==> config.mk <==
export PLATFORM = sky130hd
export DESIGN_NAME = alu_arbiter
export DESIGN_NICKNAME = d
export VERILOG_FILES = /design/src/rtl/alu_pkg.sv /design/src/rtl/rr_arbiter.sv /design/src/rtl/alu_arbiter.sv
export SDC_FILE = /design/constraint.sdc
export NUM_CORES = 1
export LEC_CHECK = 0
export CAP_MARGIN = 0
export CORE_MARGIN = 5
export CORE_UTILIZATION = 40
export CTS_BUF_LIST = sky130_fd_sc_hd__clkbuf_4 sky130_fd_sc_hd__clkbuf_8 sky130_fd_sc_hd__clkbuf_16
export DETAILED_ROUTE_END_ITERATION = 10
export MAX_ROUTING_LAYER = met4
export PLACE_DENSITY = 0.83
export SLEW_MARGIN = 20
export SYNTH_ARGS = -nofsm -noshare
export SYNTH_HDL_FRONTEND = slang
export SYNTH_HIERARCHICAL = 1
export SYNTH_SLANG_ARGS = --single-unit
==> constraint.sdc <==
create_clock -name clk -period 3.2 [get_ports clk]
set_input_delay 0.32 -clock clk [delete_from_list [all_inputs] [get_ports clk]]
set_output_delay 0.32 -clock clk [all_outputs]
set_load 0.1 [all_outputs]
==> src/rtl/alu_pkg.sv <==
// Shared types and constants for the ALU arbiter.
// The optional illegal-op check is enabled by defining ALU_ILLEGAL_OP_CHK_EN.
package alu_pkg;

  localparam int unsigned ALU_W = 32;

  typedef enum logic [2:0] {
    ALU_ADD = 3'b000,
    ALU_SUB = 3'b001,
    ALU_AND = 3'b010,
    ALU_OR  = 3'b011,
    ALU_SLT = 3'b101
  } alu_op_t;

  typedef enum logic [1:0] {
    IDLE,
    EXEC,
    RESP
  } arb_state_t;

  // Codes the ALU does not implement.
  function automatic logic is_illegal_op(logic [2:0] op);
    return (op == 3'b100) || (op == 3'b110) || (op == 3'b111);
  endfunction

endpackage

==> src/rtl/rr_arbiter.sv <==
// Combinational round-robin grant: first requester at or above rr_ptr, wrapping to index 0.
module rr_arbiter #(
  parameter int unsigned NREQ = 2,
  parameter int unsigned IDW  = (NREQ > 1) ? $clog2(NREQ) : 1
) (
  input  logic [NREQ-1:0] req,
  input  logic [IDW-1:0]  rr_ptr,
  output logic [NREQ-1:0] gnt,
  output logic [IDW-1:0]  gnt_idx,
  output logic            any_req
);

  logic [NREQ-1:0] hi_mask;
  logic [NREQ-1:0] req_hi;
  logic            found;

  always_comb begin
    for (int i = 0; i < NREQ; i++) begin
      hi_mask[i] = (i >= int'(rr_ptr));
    end
    req_hi  = req & hi_mask;
    gnt     = '0;
    gnt_idx = '0;
    found   = 1'b0;
    any_req = |req;
    for (int i = 0; i < NREQ; i++) begin
      if (!found && req_hi[i]) begin
        gnt[i]  = 1'b1;
        gnt_idx = IDW'(i);
        found   = 1'b1;
      end
    end
    // Nothing at or above the pointer: the lowest set request is the wrapped winner.
    for (int i = 0; i < NREQ; i++) begin
      if (!found && req[i]) begin
        gnt[i]  = 1'b1;
        gnt_idx = IDW'(i);
        found   = 1'b1;
      end
    end
  end

endmodule

==> src/rtl/alu_arbiter.sv <==
// Shares one single-cycle ALU between NREQ valid/ready requesters with round-robin grant.
// Define ALU_ILLEGAL_OP_CHK_EN to reject unimplemented op codes and add the rsp_err output.
module alu_arbiter
  import alu_pkg::*;
#(
  parameter int unsigned NREQ = 2,
  parameter int unsigned IDW  = (NREQ > 1) ? $clog2(NREQ) : 1
) (
  input  logic                  clk,
  input  logic                  reset_n,
  input  logic [NREQ-1:0]       req_valid,
  output logic [NREQ-1:0]       req_ready,
  input  logic [NREQ*ALU_W-1:0] req_a,
  input  logic [NREQ*ALU_W-1:0] req_b,
  input  logic [NREQ*3-1:0]     req_op,
  output logic [NREQ-1:0]       rsp_valid,
  input  logic [NREQ-1:0]       rsp_ready,
  output logic [ALU_W-1:0]      rsp_result,
  output logic                  rsp_zero,
`ifdef ALU_ILLEGAL_OP_CHK_EN
  output logic                  rsp_err,
`endif
  output logic [ALU_W-1:0]      alu_srca,
  output logic [ALU_W-1:0]      alu_srcb,
  output logic [2:0]            alu_ctrl,
  input  logic [ALU_W-1:0]      alu_result,
  input  logic                  alu_zero
);

  arb_state_t       state_q, state_d;
  logic [IDW-1:0]   rr_ptr_q, rr_ptr_d;
  logic [IDW-1:0]   gid_q, gid_d;
  logic [ALU_W-1:0] a_q, a_d;
  logic [ALU_W-1:0] b_q, b_d;
  logic [2:0]       op_q, op_d;
  logic [ALU_W-1:0] res_q, res_d;
  logic             zero_q, zero_d;
`ifdef ALU_ILLEGAL_OP_CHK_EN
  logic             err_q, err_d;
`endif

  logic [NREQ-1:0]  gnt;
  logic [IDW-1:0]   gnt_idx;
  logic             any_req;
  logic [IDW-1:0]   ptr_next;
  logic [ALU_W-1:0] sel_a;
  logic [ALU_W-1:0] sel_b;
  logic [2:0]       sel_op;

  rr_arbiter #(
    .NREQ (NREQ),
    .IDW  (IDW)
  ) u_rr_arbiter (
    .req     (req_valid),
    .rr_ptr  (rr_ptr_q),
    .gnt     (gnt),
    .gnt_idx (gnt_idx),
    .any_req (any_req)
  );

  always_comb begin
    sel_a  = '0;
    sel_b  = '0;
    sel_op = '0;
    for (int i = 0; i < NREQ; i++) begin
      if (gnt[i]) begin
        sel_a  = req_a[ALU_W*i +: ALU_W];
        sel_b  = req_b[ALU_W*i +: ALU_W];
        sel_op = req_op[3*i +: 3];
      end
    end
    ptr_next = (32'(gnt_idx) == NREQ - 1) ? '0 : gnt_idx + IDW'(1);
  end

  always_comb begin
    for (int i = 0; i < NREQ; i++) begin
      rsp_valid[i] = (state_q == RESP) && (gid_q == IDW'(i));
    end
  end

  always_comb begin
    state_d   = state_q;
    rr_ptr_d  = rr_ptr_q;
    gid_d     = gid_q;
    a_d       = a_q;
    b_d       = b_q;
    op_d      = op_q;
    res_d     = res_q;
    zero_d    = zero_q;
`ifdef ALU_ILLEGAL_OP_CHK_EN
    err_d     = err_q;
`endif
    req_ready = '0;
    unique case (state_q)
      IDLE: begin
        // Gated by reset so a requester never sees ready while the block is held in reset.
        req_ready = gnt & {NREQ{reset_n}};
        if (any_req) begin
          gid_d    = gnt_idx;
          rr_ptr_d = ptr_next;
`ifdef ALU_ILLEGAL_OP_CHK_EN
          if (is_illegal_op(sel_op)) begin
            // ALU inputs are left untouched; the response is synthesized directly.
            res_d   = '0;
            zero_d  = 1'b1;
            err_d   = 1'b1;
            state_d = RESP;
          end else begin
            a_d     = sel_a;
            b_d     = sel_b;
            op_d    = sel_op;
            err_d   = 1'b0;
            state_d = EXEC;
          end
`else
          a_d     = sel_a;
          b_d     = sel_b;
          op_d    = sel_op;
          state_d = EXEC;
`endif
        end
      end
      EXEC: begin
        res_d   = alu_result;
        zero_d  = alu_zero;
        state_d = RESP;
      end
      RESP: begin
        if (|(rsp_valid & rsp_ready)) begin
          state_d = IDLE;
        end
      end
      default: state_d = IDLE;
    endcase
  end

  always_ff @(posedge clk or negedge reset_n) begin
    if (!reset_n) begin
      state_q  <= IDLE;
      rr_ptr_q <= '0;
      gid_q    <= '0;
      a_q      <= '0;
      b_q      <= '0;
      op_q     <= '0;
      res_q    <= '0;
      zero_q   <= 1'b0;
`ifdef ALU_ILLEGAL_OP_CHK_EN
      err_q    <= 1'b0;
`endif
    end else begin
      state_q  <= state_d;
      rr_ptr_q <= rr_ptr_d;
      gid_q    <= gid_d;
      a_q      <= a_d;
      b_q      <= b_d;
      op_q     <= op_d;
      res_q    <= res_d;
      zero_q   <= zero_d;
`ifdef ALU_ILLEGAL_OP_CHK_EN
      err_q    <= err_d;
`endif
    end
  end

  assign alu_srca   = a_q;
  assign alu_srcb   = b_q;
  assign alu_ctrl   = op_q;
  assign rsp_result = res_q;
  assign rsp_zero   = zero_q;
`ifdef ALU_ILLEGAL_OP_CHK_EN
  assign rsp_err    = err_q;
`endif

endmodule

==> impl_metrics.json <==
{
  "crit_chain": "clkdlybuf4s50_1",
  "die_y_um": 117,
  "layout-drive-gt1-share_pct": 10.4,
  "synth_fp_nets": 567,
  "timing.setup.critical_path_class": "reg2out",
  "max-cap-violations": 0,
  "finalSetupViolCount": 0,
  "clockRootBuffer": "sky130_fd_sc_hd__clkbuf_16",
  "synth-async-reset-ratio_pct": 100,
  "cp-start-kind": "register",
  "total_number_of_vias": 4167,
  "final.period_utilization_pct": 68.8,
  "grt_antenna_before_repair": 0,
  "crit_path_end_kind": "output port",
  "crit_path_top_delay_cell": "sky130_fd_sc_hd__clkdlybuf4s50_1",
  "drt-total-wl_mm": 15.2,
  "synth_ff_type": "sky130_fd_sc_hd__dfrtp_1",
  "post-route-drc-count": 0,
  "global_route.usage.total_pct": 22.1,
  "synth_seq_cells": 104,
  "fin_nets": 830,
  "register_to_register_setup_slack_ns": 1.22,
  "groute.layer.met2.usage_pct": 37.8,
  "grt_setup_unrepaired": "false",
  "finalClockSkew_ns": 0.00538,
  "critical_path.n_buffers_inverters": 1,
  "crit_path_max_incr_delay_ns": 1.15,
  "cts.clk_slew.worst_paths_ns": 0.07,
  "dr.first_iter.drc_count": 236,
  "highest_achievable_clock_rate_mhz": 454,
  "number_of_enable_type_register_cells_in_the_synthesized_netlist": 0,
  "timing.final.max_slew_violations": 0,
  "synthDistinctLibCells": 24,
  "cts_post_setup_buffers_inserted": 0,
  "final.fill_count": 806,
  "initial_core_util_pct": 41.3,
  "grt_remaining_overflow": 0,
  "netlist_top_cells_area": "sky130_fd_sc_hd__dfrtp_1 57%, sky130_fd_sc_hd__a22oi_1 11%, sky130_fd_sc_hd__mux2_4 9.6%",
  "drtPass1Iterations": 4,
  "max_slew_margin_pct": 31.2,
  "globalRoute.busiestLayer": "met2",
  "die_area_um2": 13600,
  "critical_path.reg2reg.endpoint": "rsp_result[14]",
  "cts_made_buffers": 9,
  "grt_use_met3_pct": 4.77,
  "fin_setup_tns_ns": 0,
  "cell_area_after_synthesis_um2": 4540,
  "rr_startpoint": "state_q[1]",
  "tightestPinTransition_ns": 1.03,
  "tritoncts_clock_tree": "done",
  "place_congestion": 0.823,
  "grtUsageMet1_pct": 25.4,
  "dpl.hpwl_mm": 11.7,
  "post_synth.cell_area_avg_um2": 11.5,
  "grt_max_degree": 94,
  "port_buffers": 276,
  "cp.arrival_ns": 1.88,
  "area_delta_synth_final_pct": 68.4,
  "post-synth-top-count-cell": "sky130_fd_sc_hd__dfrtp_1",
  "routedWlPerCell_um": 19.0,
  "placementRows": 38,
  "synth_top_cell_by_area": "sky130_fd_sc_hd__dfrtp_1",
  "class_of_the_worst_hold_path": "in2async",
  "antennaDiodeCount": 0,
  "yosys-top-cells-count": "104 x sky130_fd_sc_hd__dfrtp_1, 70 x sky130_fd_sc_hd__nor2_1, 66 x sky130_fd_sc_hd__a21oi_1, 66 x sky130_fd_sc_hd__a22oi_1, 29 x sky130_fd_sc_hd__mux2_4",
  "period_minus_slack_ns": 2.20,
  "clock_sink_count": 104,
  "clk-insertion-delay-late_ns": 0.34,
  "synth-warning-count": 6,
  "crit_start": "alu_srcb[15]",
  "reg2regPathDepth": 3,
  "outcome": "finished clean",
  "core_um2": 11000,
  "path_delay_family": "buffers and inverters",
  "clock_tree.buffer_depth": 2,
  "grt_first_pass_wirelength_mm": 22.4,
  "worst-endpoint-required_ns": 2.88,
  "antenna_violating_nets_post_route": 0,
  "dieWidth_um": 117,
  "ys_seq_area_share_pct": 57.4,
  "post_synth_inst_count": 394,
  "grt_pass1_vias": 4385,
  "ioPinCount": 277,
  "detail_route.vias_per_cell": 5.20,
  "synth.top_cell.area_share_pct": 57.4,
  "crit_path_max_fanout": 2,
  "htreeDepth": 3,
  "final-hold-violation-count": 0
}
[layout by cell type (no fill, tap or decap), drive strengths merged]
master	Yosys	final
a21boi	3	3
a21oi	66	66
a22oi	66	66
a31oi	1	1
and3	2	2
buf	32	15
clkbuf	2	9
clkdlybuf4s50	0	270
clkinv	0	3
clkinvlp	0	2
dfrtp	104	104
dlygate4sd3	0	1
inv	3	5
mux2	34	34
mux2i	1	1
nand2	2	2
nand2b	2	2
nand3b	1	1
nor2	70	70
nor2b	1	1
nor3b	1	1
o21ai	2	2
or2	1	1
[flip-flops by register name (all words and copies together), names as in the netlist]
signal and flops:
alu_ctrl 3, alu_srca 32, alu_srcb 32, gid_q 1, rr_ptr_q 1, rsp_result 32, rsp_zero 1, state_q 2
[metrics by stage]
step                hold slack, ns  area, µm²  worst slack, ns  util, %  instances
floorplan                   0.0244       4540             1.06        -        394
global placement             0.200       7350             1.12     66.9        785
detailed placement           0.199       7350             1.02     66.9        785
CTS                          0.388       7640            0.978     69.6        802
global route                 0.423       7640            0.943     69.6        802
finish                       0.406       7640            0.997     69.6        802
[cell families (layout without fill, tap and decap cells)]
| logic type | after synthesis | after routing | share of synthesized area, % |
|---|---|---|---|
| compound gates | 138 | 138 | 19.1 |
| flops | 104 | 104 | 57.4 |
| simple gates | 80 | 80 | 7.39 |
| buf+inv | 37 | 305 | 5.13 |
| mux | 35 | 35 | 11.1 |
[worst max path at each step]
stage                         endpoint  slack, ns  cells past startpoint
after floorplan           req_ready[1]       1.06                      6
after global placement    alu_srca[21]       1.12                      7
after detailed placement  alu_srca[31]       1.02                      6
after CTS                  alu_srca[6]       0.98                      1
after global routing      alu_srcb[13]       0.94                      1
final                     alu_srcb[15]        1.0                      1
[routing by layer]
metal / vias up / share of wire [%]
met5: - / 0
met4: 0 / 2.8
met3: 30 / 8.1
met2: 201 / 51
met1: 1999 / 38
li1: 1937 / -
[area by class of cell]
type | instances | area [µm²] | area share [%]
Timing Repair Buffer | 286 | 2850 | 37.3
Tap cell | 140 | 175 | 2.29
Clock inverter | 7 | 55.1 | 0.720
Multi-Input combinational cell | 253 | 1720 | 22.5
Sequential cell | 104 | 2600 | 34.1
Inverter | 3 | 11.3 | 0.147
Clock buffer | 9 | 225 | 2.95
[repair_timing]
| item | 4_1_cts | 5_1_grt |
|---|---|---|
| endpoints found under the hold margin | 12 | 0 |
| gates resized for setup | 0 | 0 |
| hold buffers | 1 | 0 |
Power is not shown: default switching activity piles up to over one toggle a cycle in this logic, so the estimate is an artifact.
